## src/rtl/viterbi_pkg.sv

```systemverilog
// Shared types for the radix-4 Viterbi decoder: trellis widths, decision
// vector type, traceback FSM encoding and the predecessor-select helper.
package viterbi_pkg;

   localparam int NUM_STATES = 4;
   localparam int STATE_W    = 2;
   localparam int DEC_W      = 2 * NUM_STATES;

   typedef logic [STATE_W-1:0] state_t;
   typedef logic [DEC_W-1:0]   dec_vec_t;

   typedef enum logic [1:0] {
      TB_WRITE  = 2'd0,
      TB_TRACE  = 2'd1,
      TB_OUTPUT = 2'd2
   } tb_fsm_t;

   // Predecessor of state s: the two-bit field [2s+1:2s] of the decision vector.
   function automatic state_t pred_state(input dec_vec_t dec, input state_t s);
      dec_vec_t shifted;
      shifted = dec >> {s, 1'b0};
      return shifted[STATE_W-1:0];
   endfunction

endpackage

```

## src/rtl/traceback_unit_lifo.sv

```systemverilog
// Small LIFO used to reverse the traced state sequence into chronological
// order. Synchronous clear, asynchronous reset; the top entry is presented
// combinationally so the consumer can register it on the pop cycle.
module lifo_buf #(
   parameter int DEPTH = 8,
   parameter int WIDTH = 2,
   parameter int CNT_W = $clog2(DEPTH + 1)
) (
   input  logic             clk,
   input  logic             rst,
   input  logic             i_clr,
   input  logic             i_push,
   input  logic             i_pop,
   input  logic [WIDTH-1:0] i_din,
   output logic [WIDTH-1:0] o_top,
   output logic [CNT_W-1:0] o_count
);

   localparam int IDX_W = (DEPTH > 1) ? $clog2(DEPTH) : 1;

   logic [WIDTH-1:0] stack_mem [DEPTH];
   logic [CNT_W-1:0] count_q;
   logic [CNT_W-1:0] count_d;
   logic [IDX_W-1:0] wr_idx;
   logic [IDX_W-1:0] rd_idx;
   logic             can_push;
   logic             can_pop;

   assign can_push = (count_q < CNT_W'(DEPTH));
   assign can_pop  = (count_q != {CNT_W{1'b0}});
   assign wr_idx   = IDX_W'(count_q);
   assign rd_idx   = IDX_W'(count_q - CNT_W'(1));
   assign o_top    = stack_mem[rd_idx];
   assign o_count  = count_q;

   // Occupancy update: clear wins, simultaneous push/pop leaves the depth unchanged.
   always_comb begin
      count_d = count_q;
      if (i_clr) begin
         count_d = {CNT_W{1'b0}};
      end else if (i_push && !i_pop && can_push) begin
         count_d = count_q + CNT_W'(1);
      end else if (i_pop && !i_push && can_pop) begin
         count_d = count_q - CNT_W'(1);
      end else begin
         count_d = count_q;
      end
   end

   // Occupancy register.
   always_ff @(posedge clk or posedge rst) begin
      if (rst) begin
         count_q <= {CNT_W{1'b0}};
      end else begin
         count_q <= count_d;
      end
   end

   // Entry storage; contents are meaningless outside [0, count).
   always_ff @(posedge clk) begin
      if (i_push && !i_pop && !i_clr && can_push) begin
         stack_mem[wr_idx] <= i_din;
      end
   end

endmodule

```

## src/rtl/traceback_unit.sv

```systemverilog
// Survivor memory and traceback for the radix-4 Viterbi decoder. Stores one
// decision vector per trellis step, traces back from the best state once a
// frame is complete, and emits the decoded bit pairs oldest-first.
module traceback_unit #(
   parameter int NUM_STATES  = 4,
   parameter int FRAME_STEPS = 8
) (
   input  logic                    clk,
   input  logic                    rst,
   input  logic                    i_en_td,
   input  logic                    i_en_t,
   input  logic [2*NUM_STATES-1:0] i_dec,
   input  logic [1:0]              i_best_state,
   output logic [1:0]              o_bits,
   output logic                    o_valid,
   output logic                    o_frame_done,
   output logic                    o_busy,
   output logic                    o_overrun
);

   import viterbi_pkg::*;

   localparam int               PTR_W    = (FRAME_STEPS > 1) ? $clog2(FRAME_STEPS) : 1;
   localparam int               CNT_W    = $clog2(FRAME_STEPS + 1);
   localparam logic [PTR_W-1:0] LAST_PTR = PTR_W'(FRAME_STEPS - 1);
   localparam logic [CNT_W-1:0] ONE_LEFT = CNT_W'(1);

   tb_fsm_t          state_q, state_d;
   logic [PTR_W-1:0] wptr_q, wptr_d;
   logic [PTR_W-1:0] rptr_q, rptr_d;
   state_t           cur_state_q, cur_state_d;
   logic [1:0]       bits_q, bits_d;
   logic             valid_q, valid_d;
   logic             done_q, done_d;
   logic             busy_q, busy_d;
   logic             overrun_q, overrun_d;

   dec_vec_t         survivor_mem [FRAME_STEPS];
   logic             mem_we;
   state_t           trace_pred;

   logic             lifo_push;
   logic             lifo_pop;
   logic             lifo_clr;
   state_t           lifo_top;
   logic [CNT_W-1:0] lifo_count;

   // Predecessor of the current traced state at the step being read.
   assign trace_pred = pred_state(survivor_mem[rptr_q], cur_state_q);

   // The stack is only ever filled in TRACE and drained in OUTPUT; hold it empty while writing.
   assign lifo_clr = (state_q == TB_WRITE);

   lifo_buf #(
      .DEPTH (FRAME_STEPS),
      .WIDTH (STATE_W),
      .CNT_W (CNT_W)
   ) u_lifo (
      .clk     (clk),
      .rst     (rst),
      .i_clr   (lifo_clr),
      .i_push  (lifo_push),
      .i_pop   (lifo_pop),
      .i_din   (cur_state_q),
      .o_top   (lifo_top),
      .o_count (lifo_count)
   );

   // Next-state, pointer and output computation for the write/trace/output sequence.
   always_comb begin
      state_d     = state_q;
      wptr_d      = wptr_q;
      rptr_d      = rptr_q;
      cur_state_d = cur_state_q;
      bits_d      = 2'b00;
      valid_d     = 1'b0;
      done_d      = 1'b0;
      overrun_d   = 1'b0;
      mem_we      = 1'b0;
      lifo_push   = 1'b0;
      lifo_pop    = 1'b0;
      case (state_q)
         TB_WRITE: begin
            if (i_en_td) begin
               mem_we = 1'b1;
               if (wptr_q == LAST_PTR) begin
                  cur_state_d = i_best_state;
                  rptr_d      = LAST_PTR;
                  state_d     = TB_TRACE;
               end else begin
                  wptr_d = wptr_q + PTR_W'(1);
               end
            end else begin
               state_d = TB_WRITE;
            end
         end
         TB_TRACE: begin
            overrun_d = i_en_td;
            if (i_en_t) begin
               lifo_push   = 1'b1;
               cur_state_d = trace_pred;
               if (rptr_q == {PTR_W{1'b0}}) begin
                  state_d = TB_OUTPUT;
               end else begin
                  rptr_d = rptr_q - PTR_W'(1);
               end
            end else begin
               state_d = TB_TRACE;
            end
         end
         TB_OUTPUT: begin
            overrun_d = i_en_td;
            if (i_en_t) begin
               lifo_pop = 1'b1;
               bits_d   = lifo_top;
               valid_d  = 1'b1;
               if (lifo_count == ONE_LEFT) begin
                  done_d  = 1'b1;
                  wptr_d  = {PTR_W{1'b0}};
                  state_d = TB_WRITE;
               end else begin
                  state_d = TB_OUTPUT;
               end
            end else begin
               state_d = TB_OUTPUT;
            end
         end
         default: begin
            state_d = TB_WRITE;
         end
      endcase
      busy_d = (state_d != TB_WRITE);
   end

   // FSM, pointers, traced state and registered outputs.
   always_ff @(posedge clk or posedge rst) begin
      if (rst) begin
         state_q     <= TB_WRITE;
         wptr_q      <= {PTR_W{1'b0}};
         rptr_q      <= {PTR_W{1'b0}};
         cur_state_q <= 2'b00;
         bits_q      <= 2'b00;
         valid_q     <= 1'b0;
         done_q      <= 1'b0;
         busy_q      <= 1'b0;
         overrun_q   <= 1'b0;
      end else begin
         state_q     <= state_d;
         wptr_q      <= wptr_d;
         rptr_q      <= rptr_d;
         cur_state_q <= cur_state_d;
         bits_q      <= bits_d;
         valid_q     <= valid_d;
         done_q      <= done_d;
         busy_q      <= busy_d;
         overrun_q   <= overrun_d;
      end
   end

   // Survivor memory: one decision vector per trellis step, no reset needed.
   always_ff @(posedge clk) begin
      if (mem_we) begin
         survivor_mem[wptr_q] <= dec_vec_t'(i_dec);
      end
   end

   assign o_bits       = bits_q;
   assign o_valid      = valid_q;
   assign o_frame_done = done_q;
   assign o_busy       = busy_q;
   assign o_overrun    = overrun_q;

endmodule

```

## config.mk

```make
export PLATFORM = sky130hd
export DESIGN_NAME = traceback_unit
export DESIGN_NICKNAME = d
export VERILOG_FILES = /design/src/rtl/viterbi_pkg.sv /design/src/rtl/traceback_unit_lifo.sv /design/src/rtl/traceback_unit.sv
export SDC_FILE = /design/constraint.sdc
export NUM_CORES = 1
export LEC_CHECK = 0
export ABC_CLOCK_PERIOD_IN_PS = 3700
export CORE_UTILIZATION = 60
export DETAILED_ROUTE_END_ITERATION = 10
export PLACE_DENSITY_LB_ADDON = 0.15
export SYNTH_ARGS = -nofsm -noshare
export SYNTH_HDL_FRONTEND = slang
export SYNTH_SLANG_ARGS = --single-unit
export TNS_END_PERCENT = 10
```

## constraint.sdc

```tcl
create_clock -name clk -period 3.7 [get_ports clk]
set_input_delay 0.925 -clock clk [delete_from_list [all_inputs] [get_ports clk]]
set_output_delay 0.925 -clock clk [all_outputs]
set_load 0.005 [all_outputs]
```

==> results.toml, run 1 <==
[floorplan]
die_w_um = 87.04
die_h_um = 87.04
std_cell_rows = 30
initial_core_util_pct = 62.83
die_area_um2 = 7576
ios = 20
core_um2 = 6907

[global_routing]
grt_pass1_wl_um = 12150
antenna_found_initial = 0
grt_pass1_vias = 2357
grt_usage_pct = 22.25
grt_max_degree = 21
grt_overflow_total = 0

[clocking]
hold_buffers = 0
cts.clk_slew.worst_paths_ps = 100
clock-sinks = 100
cts_max_level = 3
insertion_delay_ps = 360
cts_setup_buffers = 0
cts_tree = "done"
root_buffer = "clkbuf_8"
clk_path_buf_depth = 2
numCtsBuffers = 9
postCtsResizedCells = 0

[cells_and_area]
final_common_cell = "edfxtp_1"
layoutNonFillerInstCount = 396
final_nets = 321
nFillCells = 478
area_growth_pct = 11.22
final_cell_mix = "edfxtp_1 (80), dfrtp_1 (20), clkdlybuf4s50_1 (19), nor2_1 (18), mux4_2 (17)"
diodes = 0
drive_above_1_share_pct = 14.67

[yosys]
synth_top_cell_area_share_pct = 55.36
synth_nets = 295
yosys_warnings = 0
synth_ff_type = "edfxtp_1"
syn_inst = 269
syn_area_um2 = 4339
synth_area_leaders = "edfxtp_1 (55%), dfrtp_1 (12%), mux4_2 (8.8%)"
ys_types = 46
async_flop_share_pct = 20.00
synth_edf_count = 80
avgSynthCellArea_um2 = 16.13
post-synth-top-area-cell = "edfxtp_1"
synth_seq_cells = 100
yosysSeqAreaShare_pct = 66.90

[status]
status = "finished clean"

[critical_path]
cp-start-kind = "input pin"
rrSetupSlack_ps = 1180
arrival_ps = 2630
critical_path_required_ps = 3740
endpoint_kind = "flop"
critical_path.max_fanout = 8
criticalPathCategory = "in -> reg"

[sta]
worst_slew_pin_slew_ps = 912.8
min_period_ps = 2592
setup_viol = 0
tns_ps = 0
max_freq_mhz = 385.8
final.setup_skew_ps = 7.324
hold_viol_final = 0
rsz0062_at_grt = "false"
hold_slack_ps = 570.9
slew_headroom_pct = 39.15
drv_slew = 0
finalCritPeriodShare_pct = 70.05

[placement]
hpwl_um = 5204
port_buffers = 19
gp_congestion = 0.7558
place_inst = 380

[route]
wl_per_cell_um = 18.86
ant_nets = 0
vias_per_cell = 5.811
drtPass1Iterations = 4
routed_wl_um = 7470
drt-initial-drc-count = 136
dr_total_vias = 2301
drc = 0

[flow_run]
drv_cap = 0

[pwr]
irDropWorstVdd_mv = 0.3818
leakage_nw = 1.780
power_density_nw_per_um2 = 595.8
power_w = 0.002875

[min_path]
min_path_type = "reg -> reg"
## registers in the layout, indices dropped and copies added, names as in the netlist, 2 cells and up
name,cells
o_bits,2
wptr_q,3
survivor_mem,64
u_lifo.stack_mem,16
rptr_q,3
state_q,2
cur_state_q,2
u_lifo.o_count,4
## path summary, 6_finish.rpt
check                             startpoint                     end  depth (start not counted)
setup / recovery                      i_en_t  u_lifo.stack_mem[1][0]                          4
hold / removal             u_lifo.o_count[3]       u_lifo.o_count[3]                          1
setup reg to reg                  state_q[0]      survivor_mem[2][6]                          5
hold reg to reg            u_lifo.o_count[3]       u_lifo.o_count[3]                          1
max in group asynchronous                rst       u_lifo.o_count[1]                          2
min in group asynchronous                rst              state_q[1]                          2
## cell usage after synthesis (all sizes together) (2+ instances only)
cell and number:
or3 3, ha 12, mux2 4, a21oi 3
mux2i 12, nand2 15, mux4 19, a22o 2
clkbuf 4, nor2b 4, edfxtp 80, inv 13
dfrtp 20, o31ai 3, o211ai 4, a211oi 2
nor2 18, nor3 8, buf 7, a21boi 2
a311oi 2, nand3 2, nor4 2, o21ai 7
nand2b 4, a211o 2, and2 2
## report_power, final
part	total, W	leakage (nW)	switching [W]	internal (W)
sequential	0.00156	0.978	0.000172	0.00138
combinational	0.000661	0.705	0.000321	0.000340
clock	0.000658	0.0973	0.000396	0.000262
## logic make-up after synthesis
group,after synthesis,synth area share [%]
flip-flops,100,66.90
adder cells (fa/ha/maj),12,3.460
multiplexers,35,13.84
AO/OA/AOI/OAI,31,5.104
buffers and inverters,24,2.653
XOR/XNOR,2,0.4038
AND/OR/NAND/NOR,65,7.641
## layout make-up
class / count / area, um2 / share of cell area [%]
clock buffers: 9 / 123.9 / 2.567
well taps: 96 / 120.1 / 2.489
clock inverters: 7 / 66.31 / 1.374
multi-input cells: 145 / 1321 / 27.38
repair buffers: 26 / 242.7 / 5.030
inverters: 13 / 48.80 / 1.011
flip-flops and latches: 100 / 2903 / 60.15
## metal layers
layer | share of wire, % | global-route usage [%]
met1 | 44 | 29.02
met2 | 52 | 38.15
met3 | 3.7 | 5.403
met4 | 0.33 | 5.000
met5 | 0 | 0
## metrics by stage
stage / setup WS (ps) / util (%) / instance area (um2)
after CTS: 1095 / 69.87 / 4826
after floorplan: 1351 / - / 4339
after global placement: 822.6 / 67.12 / 4636
final: 1108 / 69.87 / 4826
after detailed placement: 700.2 / 67.12 / 4636
after global routing: 967.9 / 69.87 / 4826
## critical path: stages
cell,delay (ps)
clkdlybuf4s50_1,620
nand4bb_1,340
or3_1,470
nor3_1,270
No activity file was read; power rests on OpenSTA's default activity.
==> inputs of run 2 (changes only) <==
Settings changed: ABC_CLOCK_PERIOD_IN_PS 3700 to 2700.
Clock period 3.7 ns to 2.7 ns, I/O delays scaled along.
==> results.toml, run 2 (synthesis gave the netlist of run 1 again) <==
[critical_path]
reg2regPathDepth = 6
crit_path_max_incr_delay_ps = 500
arrival_ps = 2510
critical_path_required_ps = 2940
criticalPathCategory = "reg -> reg"
crit_chain = "inv_1 > ha_1 > a21boi_0 > nor3_1 > mux2_1 > a31o_1"
r2r_start = "state_q[1]"
endpoint_kind = "flop"
critical_path.top_delay_family = "compound AO/OA/AOI/OAI gates"
rrSetupSlack_ps = 430
critical_path.max_fanout = 14
slowest_stage = "a21boi_0"
cp-start-kind = "flop"
regToRegEndpoint = "cur_state_q[1]"
path_buf_inv = 1

[global_routing]
grt_usage_pct = 21.58
antenna_found_initial = 0
grt_pass1_wl_um = 11650
grt_pass1_vias = 2298
grt_overflow_total = 0
grt_max_degree = 21

[clocking]
hold_buffers = 0
postCtsResizedCells = 0
cts_tree = "done"
numCtsBuffers = 9
cts_max_level = 3
cts_setup_buffers = 0
cts.clk_slew.worst_paths_ps = 100
root_buffer = "clkbuf_8"
clock-sinks = 100
insertion_delay_ps = 350
clk_path_buf_depth = 2

[sta]
slew_headroom_pct = 50.72
min_period_ps = 2273
final.setup_skew_ps = 11.09
tns_ps = 0
setup_viol = 0
rsz0062_at_grt = "false"
drv_slew = 0
max_freq_mhz = 439.9
finalCritPeriodShare_pct = 84.19
worst_slew_pin_slew_ps = 738.4
hold_viol_final = 0
hold_slack_ps = 571.2

[floorplan]
core_um2 = 6907
std_cell_rows = 30
die_area_um2 = 7576
ios = 20
initial_core_util_pct = 62.83
die_w_um = 87.04
die_h_um = 87.04

[route]
routed_wl_um = 7233
wl_per_cell_um = 17.86
vias_per_cell = 5.837
dr_total_vias = 2364
drtPass1Iterations = 4
drt-initial-drc-count = 179
ant_nets = 0
drc = 0

[cells_and_area]
diodes = 0
final_nets = 330
largest_reg_flops = 64
top_register = "survivor_mem"
layoutNonFillerInstCount = 405
drive_above_1_share_pct = 17.15
final_area_um2 = 4901
area_growth_pct = 12.95
multi_input_area_um2 = 1321
final_common_cell = "edfxtp_1"
nFillCells = 465
seqCellArea_um2 = 2903
final_cell_mix = "edfxtp_1 (80), dfrtp_1 (20), clkdlybuf4s50_1 (19), nor2_1 (18), mux4_2 (17)"

[placement]
hpwl_um = 5131
gp_congestion = 0.8930
place_area_um2 = 4703
port_buffers = 19
place_inst = 389

[status]
status = "finished clean"

[pwr]
leakage_nw = 1.822
irDropWorstVdd_mv = 0.4851
power_density_nw_per_um2 = 812.8

[flow_run]
drv_cap = 0

[min_path]
min_path_cells = 1
min-delay-start = "u_lifo.o_count[3]"
min_path_type = "reg -> reg"
whs_endpoint = "u_lifo.o_count[3]"
-- run 2: cell types whose count changed in the layout (fill, tap and decap cells not counted) --
cell / previous run / this run
clkinv_2: 0 / 1
clkinv_8: 1 / 0
inv_6: 4 / 1
buf_4: 7 / 16
bufinv_16: 0 / 1
clkinvlp_4: 0 / 2
-- run 2: how the worst max path moves through the flow --
stage                from  slack [ps]  cells past startpoint                  to
3_5_place_dp      i_en_td         240                      5      cur_state_q[1]
5_1_grt        state_q[1]         200                      6      cur_state_q[1]
6_report       state_q[1]         430                      6      cur_state_q[1]
2_1_floorplan  state_q[0]         350                      6  survivor_mem[0][0]
3_3_place_gp      i_en_td         310                      5      cur_state_q[1]
4_1_cts        state_q[1]         400                      6      cur_state_q[1]
-- run 2: routing by layer --
layer,vias to the layer above,track usage (%),share of wire (%)
li1,1112,-,-
met1,1200,28.13,44
met2,44,36.86,53
met3,8,3.697,2.3
met4,0,7.727,0.98
met5,-,0,0
-- run 2: final cells by class --
| class | instances | area share, % |
|---|---|---|
| clock buffer | 9 | 2.527 |
| clock inverter | 7 | 1.506 |
| inverter | 13 | 0.9957 |
| multi-input combinational | 145 | 26.96 |
| sequential | 100 | 59.23 |
| tap | 96 | 2.451 |
| timing repair buffer | 35 | 6.331 |
-- run 2: worst register-to-register path: stages, from the launching register on --
cell      delay [ps]
dfrtp_1          430
inv_1            120
ha_1             450
a21boi_0         500
nor3_1           150
mux2_1           330
a31o_1           180
-- run 2: where the power goes --
part / internal [W] / switching (W) / leakage, nW
Clock: 0.000433 / 0.000496 / 0.0952
Sequential: 0.00190 / 0.000200 / 0.978
Combinational: 0.000493 / 0.000465 / 0.749
Total: 0.00282 / 0.00116 / 1.82
-- run 2: stage by stage --
stage          worst slack, ps  util [%]  total power (W)
2_1_floorplan            350.6         -         0.002793
3_3_place_gp             305.6     68.10         0.003069
4_1_cts                  399.4     70.96         0.004029
5_1_grt                  195.7     70.96         0.004195
3_5_place_dp             242.3     68.10         0.003103
6_report                 426.9     70.96         0.003983
==> inputs of run 3 (changes only) <==
Settings changed: ABC_CLOCK_PERIOD_IN_PS 2700 to 2100.
Clock period 2.7 ns to 2.1 ns, I/O delays scaled along.
==> results.toml, run 3 (synthesis gave the netlist of run 1 again) <==
[global_routing]
grt_usage_pct = 23.37
grt_max_degree = 21
grt_pass1_wl_um = 12490
grt_pass1_vias = 2485
antenna_found_initial = 0
grt_overflow_total = 0

[critical_path]
crit_chain = "mux4_1 > mux4_2 > nor4_2 > a211oi_1"
endpoint_kind = "flop"
criticalPathCategory = "reg -> reg"
arrival_ps = 2220
slowest_stage = "mux4_1"
cp-start-kind = "flop"
crit_path_max_incr_delay_ps = 600
critical_path_required_ps = 2350
critical_path.max_fanout = 6
rrSetupSlack_ps = 130
path_buf_inv = 0
critical_path.top_delay_family = "multiplexers"

[sta]
min_period_ps = 1967
worst_slew_pin_slew_ps = 448.9
drv_slew = 0
hold_viol_final = 0
slew_headroom_pct = 70.07
finalCritPeriodShare_pct = 93.67
rsz0062_at_grt = "false"
final.setup_skew_ps = 9.690
setup_viol = 0
hold_slack_ps = 477.2
max_freq_mhz = 508.4

[clocking]
insertion_delay_ps = 370
clock-sinks = 100
hold_buffers = 0
cts_setup_buffers = 0
root_buffer = "clkbuf_8"
cts_max_level = 3
numCtsBuffers = 9
cts_tree = "done"
postCtsResizedCells = 0
clk_path_buf_depth = 2
cts.clk_slew.worst_paths_ps = 100

[placement]
port_buffers = 19
hpwl_um = 5447
gp_congestion = 0.9126
place_area_um2 = 4813

[pwr]
clockPowerShare_pct = 22.4
power_density_nw_per_um2 = 1033
power_w = 0.005192
p_seq_share_pct = 50.9
p_sw_share_pct = 30.64
p_int_w = 0.003602
p_switching_w = 0.001591
irDropWorstVdd_mv = 0.6154
leakage_nw = 1.903
combPwrFrac_pct = 26.7

[status]
status = "finished clean"

[cells_and_area]
final_nets = 344
diodes = 0
drive_above_1_share_pct = 22.60
final_common_cell = "edfxtp_1"
top_register = "survivor_mem"
final_area_um2 = 5027
largest_reg_flops = 64
final_cell_mix = "edfxtp_1 (80), buf_4 (30), dfrtp_1 (20), clkdlybuf4s50_1 (19), nor2_1 (18)"
area_growth_pct = 15.86

[min_path]
min_path_type = "in -> async"

[route]
dr_total_vias = 2421
ant_nets = 0
wl_per_cell_um = 18.49
drt-initial-drc-count = 164
vias_per_cell = 5.778
drtPass1Iterations = 5
routed_wl_um = 7748
drc = 0

[floorplan]
std_cell_rows = 30
die_w_um = 87.04
initial_core_util_pct = 62.83
die_h_um = 87.04
core_um2 = 6907
die_area_um2 = 7576
ios = 20

[flow_run]
drv_cap = 0
## run 3: cell types whose count changed in the layout (fill, tap and decap cells not counted), sizes merged
| cell | previous run | this run |
|---|---|---|
| bufinv | 1 | 0 |
| inv | 15 | 16 |
| clkinvlp | 2 | 1 |
| buf | 16 | 30 |
| clkinv | 2 | 3 |
## run 3: worst paths after layout
kind,start,cells after the start,endpoint
max reg2reg,rptr_q[0],4,cur_state_q[0]
max,rptr_q[0],4,cur_state_q[0]
min,rst,3,cur_state_q[0]
min in group clk,u_lifo.o_count[3],1,u_lifo.o_count[3]
min reg2reg,u_lifo.o_count[3],1,u_lifo.o_count[3]
max in group asynchronous,rst,3,u_lifo.o_count[3]
## run 3: worst min-delay path: stages
cell and delay (ps):
clkdlybuf4s50_1 390, inv_1 50, buf_4 270
## run 3: power groups by stage
| stage | Clock [W] | Combinational, W | Sequential [W] |
|---|---|---|---|
| finish | 0.00116 | 0.00139 | 0.00264 |
| global route | 0.00125 | 0.00153 | 0.00267 |
| CTS | 0.00120 | 0.00139 | 0.00264 |
| detailed placement | 0 | 0.00138 | 0.00269 |
| global placement | 0 | 0.00136 | 0.00267 |
| floorplan | 0 | 0.000994 | 0.00260 |
## run 3: per-layer routing
layer | GRT usage, % | part of all wire, %
met5 | 0 | 0
met4 | 5.606 | 1.1
met3 | 6.445 | 4.0
met2 | 42.66 | 53
met1 | 27.38 | 41
## run 3: cell type report
class | count | area [um2]
sequential | 100 | 2903
clock buffer | 9 | 123.9
multi-input combinational | 145 | 1348
inverter | 13 | 48.80
tap | 96 | 120.1
clock inverter | 7 | 68.82
timing repair buffer | 49 | 415.4
fill | 461 | 1879
## run 3: metrics by stage
| stage | instances | setup slack (ps) | setup TNS (ps) | util, % |
|---|---|---|---|---|
| 2_1_floorplan | 269 | -31.61 | -795.2 | - |
| 3_3_place_gp | 403 | -95.85 | -664.1 | 69.69 |
| 3_5_place_dp | 403 | -158.6 | -1312 | 69.69 |
| 4_1_cts | 419 | 78.22 | 0 | 72.48 |
| 5_1_grt | 419 | 12.68 | 0 | 72.79 |
| 6_report | 419 | 133.0 | 0 | 72.79 |
